===== src/rtl/mem_port_arbiter.sv =====
// rtl/mem_port_arbiter.sv - arbitrates core fetch and data ports onto one memory bus with timeout
module mem_port_arbiter #(
  parameter int TIMEOUT = 16
) (
  input  logic        clock,
  input  logic        reset,
  input  logic        if_req,
  input  logic [31:0] if_addr,
  output logic [31:0] if_rdata,
  output logic        if_valid,
  input  logic        dm_req,
  input  logic        dm_we,
  input  logic [3:0]  dm_be,
  input  logic [31:0] dm_addr,
  input  logic [31:0] dm_wdata,
  output logic [31:0] dm_rdata,
  output logic        dm_valid,
  output logic        bus_req,
  output logic        bus_we,
  output logic [3:0]  bus_be,
  output logic [31:0] bus_addr,
  output logic [31:0] bus_wdata,
  input  logic        bus_ack,
  input  logic [31:0] bus_rdata,
  output logic        stall,
  output logic        fault,
  output logic [31:0] fault_addr
);

  typedef enum logic [1:0] {IDLE, FETCH, DATA, RESP} state_t;

  localparam logic [7:0] WAIT_LAST = 8'(TIMEOUT - 1);

  state_t     state, state_next;
  logic [7:0] wait_cnt;
  logic       grant_dm, grant_if, acked, timed_out;

  always_comb begin
    state_next = state;
    grant_dm   = 1'b0;
    grant_if   = 1'b0;
    acked      = 1'b0;
    timed_out  = 1'b0;
    case (state)
      IDLE: begin
        if (dm_req) begin
          grant_dm   = 1'b1;
          state_next = DATA;
        end else if (if_req) begin
          grant_if   = 1'b1;
          state_next = FETCH;
        end
      end
      FETCH, DATA: begin
        // an ack on the final wait cycle still completes normally
        if (bus_ack) begin
          acked      = 1'b1;
          state_next = RESP;
        end else if (wait_cnt == WAIT_LAST) begin
          timed_out  = 1'b1;
          state_next = IDLE;
        end
      end
      RESP:    state_next = IDLE;
      default: state_next = IDLE;
    endcase
  end

  always_ff @(posedge clock) begin
    if (reset) begin
      state      <= IDLE;
      wait_cnt   <= 8'd0;
      bus_req    <= 1'b0;
      bus_we     <= 1'b0;
      bus_be     <= 4'h0;
      bus_addr   <= 32'h0;
      bus_wdata  <= 32'h0;
      if_rdata   <= 32'h0;
      if_valid   <= 1'b0;
      dm_rdata   <= 32'h0;
      dm_valid   <= 1'b0;
      fault      <= 1'b0;
      fault_addr <= 32'h0;
    end else begin
      state    <= state_next;
      if_valid <= 1'b0;
      dm_valid <= 1'b0;
      fault    <= 1'b0;
      if (grant_dm) begin
        bus_req   <= 1'b1;
        bus_we    <= dm_we;
        bus_be    <= dm_be;
        bus_addr  <= dm_addr;
        bus_wdata <= dm_wdata;
        wait_cnt  <= 8'd0;
      end else if (grant_if) begin
        bus_req   <= 1'b1;
        bus_we    <= 1'b0;
        bus_be    <= 4'hF;
        bus_addr  <= if_addr;
        bus_wdata <= 32'h0;
        wait_cnt  <= 8'd0;
      end
      if (acked) begin
        bus_req <= 1'b0;
        if (state == FETCH) begin
          if_rdata <= bus_rdata;
          if_valid <= 1'b1;
        end else begin
          dm_valid <= 1'b1;
          if (!bus_we) dm_rdata <= bus_rdata;
        end
      end else if (timed_out) begin
        bus_req    <= 1'b0;
        fault      <= 1'b1;
        fault_addr <= bus_addr;
      end else if (state == FETCH || state == DATA) begin
        wait_cnt <= wait_cnt + 8'd1;
      end
    end
  end

  assign stall = ((dm_req & ~dm_valid) | (if_req & ~if_valid)) & ~fault;

endmodule


===== config.mk =====
export PLATFORM = sky130hd
export DESIGN_NAME = mem_port_arbiter
export DESIGN_NICKNAME = d
export VERILOG_FILES = /design/src/rtl/mem_port_arbiter.sv
export SDC_FILE = /design/constraint.sdc
export NUM_CORES = 1
export LEC_CHECK = 0
export ABC_AREA = 1
export ABC_CLOCK_PERIOD_IN_PS = 2100
export CAP_MARGIN = 20
export CORE_MARGIN = 2
export CORE_UTILIZATION = 42
export DETAILED_ROUTE_END_ITERATION = 16
export PLACE_DENSITY = 0.84
export SLEW_MARGIN = 20
export SYNTH_ARGS = -nofsm -noshare
export SYNTH_HDL_FRONTEND = slang
export SYNTH_SLANG_ARGS = --single-unit

===== constraint.sdc =====
create_clock -name clock -period 2.1 [get_ports clock]
set_input_delay 0.315 -clock clock [delete_from_list [all_inputs] [get_ports clock]]
set_output_delay 0.315 -clock clock [all_outputs]
set_load 0.01 [all_outputs]

==> flow_summary.rst <==
.. list-table::
   :header-rows: 1

   * - Metric
     - Value
   * - Hold Path Sink
     - state[0]$_SDFFE_PP0P_
   * - Final hold vios
     - 0
   * - Post-Place Cell Area
     - 10,100 um^2
   * - Cell Pwr Density
     - 1190 nW/um^2
   * - Worst flop-to-flop path startpoint
     - state[0]$_SDFFE_PP0P_
   * - Fraction of layout cells with a size suffix above 1
     - 0.0631
   * - Status
     - finished, final reports clean
   * - Area of the die
     - 17,100 um^2
   * - Via density
     - 4.99
   * - Antenna diodes
     - 0
   * - Layout Nets
     - 1,333
   * - Hold WC Path Type
     - in2reg
   * - Transition time at the pin with the least slew margin
     - 0.586 ns
   * - Mean routed wirelength per cell
     - 15.4 um
   * - Area of the multi-input gates
     - 2810 um^2
   * - Cell area after synthesis
     - 6770 um^2
   * - Post-Place Worst Slack
     - -0.0523 ns
   * - Net switching fraction of the power
     - 0.352
   * - Vias in the first global route
     - 6,514
   * - Final-report max-slew violation count
     - 0
   * - Synthesized Nets
     - 1,043
   * - Cell internal power dissipation
     - 8.21 mW
   * - Crit path capture type
     - register
   * - WP data required
     - 2.45 ns
   * - Sinks on the clock net
     - 179
   * - Proportion of power drawn by the clock network
     - 0.250
   * - Number of cell instances on the worst register-to-register path
     - 9
   * - Startpoint of the most critical hold path
     - reset
   * - Std-Cell Core Area
     - 15,800 um^2
   * - Remaining antenna violation count after routing
     - 0
   * - Max-capacitance violation count
     - 0
   * - Count of non-filler cells in the finished layout
     - 1,421
   * - Die outline width
     - 131 um
   * - Portion of the post-synthesis area used by sequential elements
     - 0.530
   * - Quantity of hold-fixing buffers added after cts
     - 0
   * - Minimum setup slack in the final design
     - 0.309 ns
   * - CTS clock-pin slew for the worst setup and hold paths
     - 0.06 ns
   * - Power share of the sequential group
     - 0.359
   * - Maximum achievable frequency
     - 0.558 GHz
   * - Effective utilization at floorplan
     - 0.428
   * - Xor/xnor share of the synthesized area
     - 0
   * - Util after Layout
     - 0.674
   * - Largest family of logic cells by synthesized area
     - simple AND/OR/NAND/NOR gates
   * - Drt first pass iters
     - 7
   * - Unrepaired setup endpoints after global routing
     - no
   * - Static leakage
     - 3.93 nW
   * - Via count
     - 7,088
   * - Count of distinct cell types in the synthesized netlist
     - 23
   * - Switch Pwr
     - 4.45 mW
   * - First DRT Iteration DRCs
     - 458
   * - Slew margin rel.
     - 0.609
   * - Complex-gate fraction of the synthesized area
     - 0.170
   * - YS warnings
     - 0
   * - Avg Inst Size Synth
     - 7.50 um^2
   * - Inst Count DP
     - 1,389
   * - Setup TNS after final layout
     - 0 ns
   * - DRC viols
     - 0
   * - I/O pin count
     - 308
   * - GRT overflow
     - 0
   * - Number of antenna violations at the first check in global routing
     - 0
   * - Latest clock arrival within the worst-skew pair
     - 0.42 ns
   * - Endpoint of the worst register-to-register path
     - bus_addr[11]$_SDFFE_PP0P_
   * - First-pass GRT wire length
     - 33,000 um
   * - Area added between synthesis and finish
     - 57.7%
   * - Post-synthesis simple-gate area fraction
     - 0.239
   * - Startpoint types
     - register
   * - H-tree lvl count
     - 4
   * - Biggest fanout along the worst timing path
     - 22
   * - CP arrival
     - 2.14 ns
   * - Final clock skew
     - 0.00939 ns
   * - Combined flip-flop and latch cell area
     - 3580 um^2
   * - Global Route Usage Sum
     - 0.247
   * - Clk root buf
     - clkbuf_16
   * - Combinational power share
     - 0.390
   * - Final routed wirelength across all metal layers
     - 21,900 um
   * - Register-to-register setup slack
     - 0.31 ns
   * - Final setup violating endpoints
     - 0
   * - Post-detail-place hpwl
     - 15,800 um
   * - Final Cycle Share
     - 0.853
   * - Weighted congestion at the end of routability-driven global placement
     - 0.830
   * - Row count
     - 46
   * - Type of the setup path with the least slack
     - reg2reg
   * - Clock Path Buffers
     - 2
   * - Number of fillers in the final layout
     - 1,328
   * - Worst slack on hold paths
     - 0.345 ns
   * - Share of cell area taken by muxes after synthesis
     - 0
   * - Floorplan die height
     - 131 um
   * - TritonCTS clock tree
     - built
   * - Maximum number of pins on one net before global-route repair
     - 55
   * - Count of buffers from port buffering
     - 307
   * - Peak supply drop
     - 0.670 mV
   * - Post-synthesis share of cell area spent on full adders, half adders and majority gates
     - 0.00555
   * - Sum of internal, switching and leakage power
     - 12.7 mW
   * - Final cell area excluding filler cells
     - 10,700 um^2
   * - Number of standard cells after synthesis
     - 902
   * - Worst Hold Path Cells
     - 4
   * - Clock buffers created by TritonCTS
     - 17
   * - Min Clock Period, post-route
     - 1.79 ns
   * - Flops & latches, synth
     - 179
cell families after synthesis:
family / after synthesis
AND/OR/NAND/NOR: 414
adder cells (fa/ha/maj): 3
buffers and inverters: 86
AO/OA/AOI/OAI: 220
flip-flops: 179
final cells by class:
cell class,instances,area share
Clock buffer,21,0.0432
Clock inverter,11,0.0118
Inverter,22,0.00786
Multi-Input combinational cell,637,0.263
Timing Repair Buffer,335,0.312
Tap cell,216,0.0253
Sequential cell,179,0.336
synth_stat cells:
cell	instances	area [um^2]
nor2_2	2	12.5
nor3_1	4	20.0
inv_1	16	60.1
nand2_2	1	6.26
buf_2	21	105
ha_1	3	37.5
o221a_2	4	45.0
buf_6	4	45.0
inv_2	6	22.5
o21ai_2	1	8.76
clkbuf_1	36	135
a21oi_1	108	541
o21ai_1	10	50.1
o21bai_1	1	7.51
nand3_1	42	210
a21boi_0	1	7.51
buf_1	3	11.3
nor2_1	216	811
nand2_1	149	559
dfxtp_1	179	3580
a21oi_4	1	16.3
o21ai_0	93	465
o22ai_1	1	6.26
power groups by stage:
stage | Sequential [mW] | Clock, mW | Combinational (mW)
finish | 4.55 | 3.17 | 4.94
global route | 4.63 | 3.36 | 5.40
CTS | 4.55 | 3.22 | 4.95
detailed placement | 4.61 | 0 | 4.92
global placement | 4.58 | 0 | 4.83
floorplan | 4.85 | 0 | 2.23
routing by layer:
| layer | routed length (um) | up-vias | global-route usage | share of wire |
|---|---|---|---|---|
| met4 | 642 | 0 | 0.0995 | 0.029 |
| met3 | 1750 | 41 | 0.0708 | 0.080 |
| met2 | 10900 | 291 | 0.430 | 0.50 |
| li1 | - | 3515 | - | - |
| met1 | 8560 | 3241 | 0.285 | 0.39 |
| met5 | 0 | - | 0 | 0 |
what timing repair did:
item                                   4_1_cts  5_1_grt
buffers inserted                             0        0
resized for setup                            1        1
endpoints found under the hold margin        0        0
setup endpoints to repair                    1        1
worst max-delay path, cell delays in order (launching register included):
cell      delay (ns)
dfxtp_1         0.33
inv_1           0.06
ha_1            0.23
inv_2           0.09
a21oi_4         0.17
clkinv_2        0.21
buf_4           0.28
nor2_1          0.10
o21ai_0         0.10
a21oi_1         0.12
state kept, by name (all words and copies together), names as in the netlist:
signal,flops
bus_req,1
dm_valid,1
wait_cnt,8
if_rdata,32
fault,1
if_valid,1
bus_wdata,32
fault_addr,32
bus_addr,32
dm_rdata,32
bus_be,4
state,2
bus_we,1
worst max path at each step:
| stage | slack, ns | start | to | depth (start not counted) |
|---|---|---|---|---|
| 2_1_floorplan | 0.58 | state[0]$_SDFFE_PP0P_ | fault_addr[22]$_SDFFE_PP0P_ | 8 |
| 3_3_place_gp | -0.05 | dm_req | stall | 6 |
| 3_5_place_dp | -0.05 | dm_req | stall | 6 |
| 4_1_cts | 0.02 | dm_req | stall | 6 |
| 5_1_grt | 0.14 | state[0]$_SDFFE_PP0P_ | fault_addr[4]$_SDFFE_PP0P_ | 8 |
| 6_report | 0.31 | state[0]$_SDFFE_PP0P_ | bus_addr[11]$_SDFFE_PP0P_ | 9 |
placed cells by master (no fill, tap or decap):
cell,instances
clkdlybuf4s50_1,305
nor2_1,216
dfxtp_1,179
nand2_1,149
a21oi_1,108
o21ai_0,93
nand3_1,42
buf_4,25
clkbuf_16,17
inv_1,15
o21ai_1,10
inv_2,6
o221a_2,4
clkinv_2,4
nor3_1,4
buf_12,4
ha_1,3
clkinvlp_4,3
nor2_2,2
bufinv_16,2
clkbuf_1,2
inv_6,2
clkbuf_8,2
o22ai_2,1
a21oi_4,1
nand2_2,1
o21ai_2,1
a21boi_0,1
o21bai_1,1
inv_8,1
dlymetal6s2s_1,1
Power figures use the tool's default switching activity.
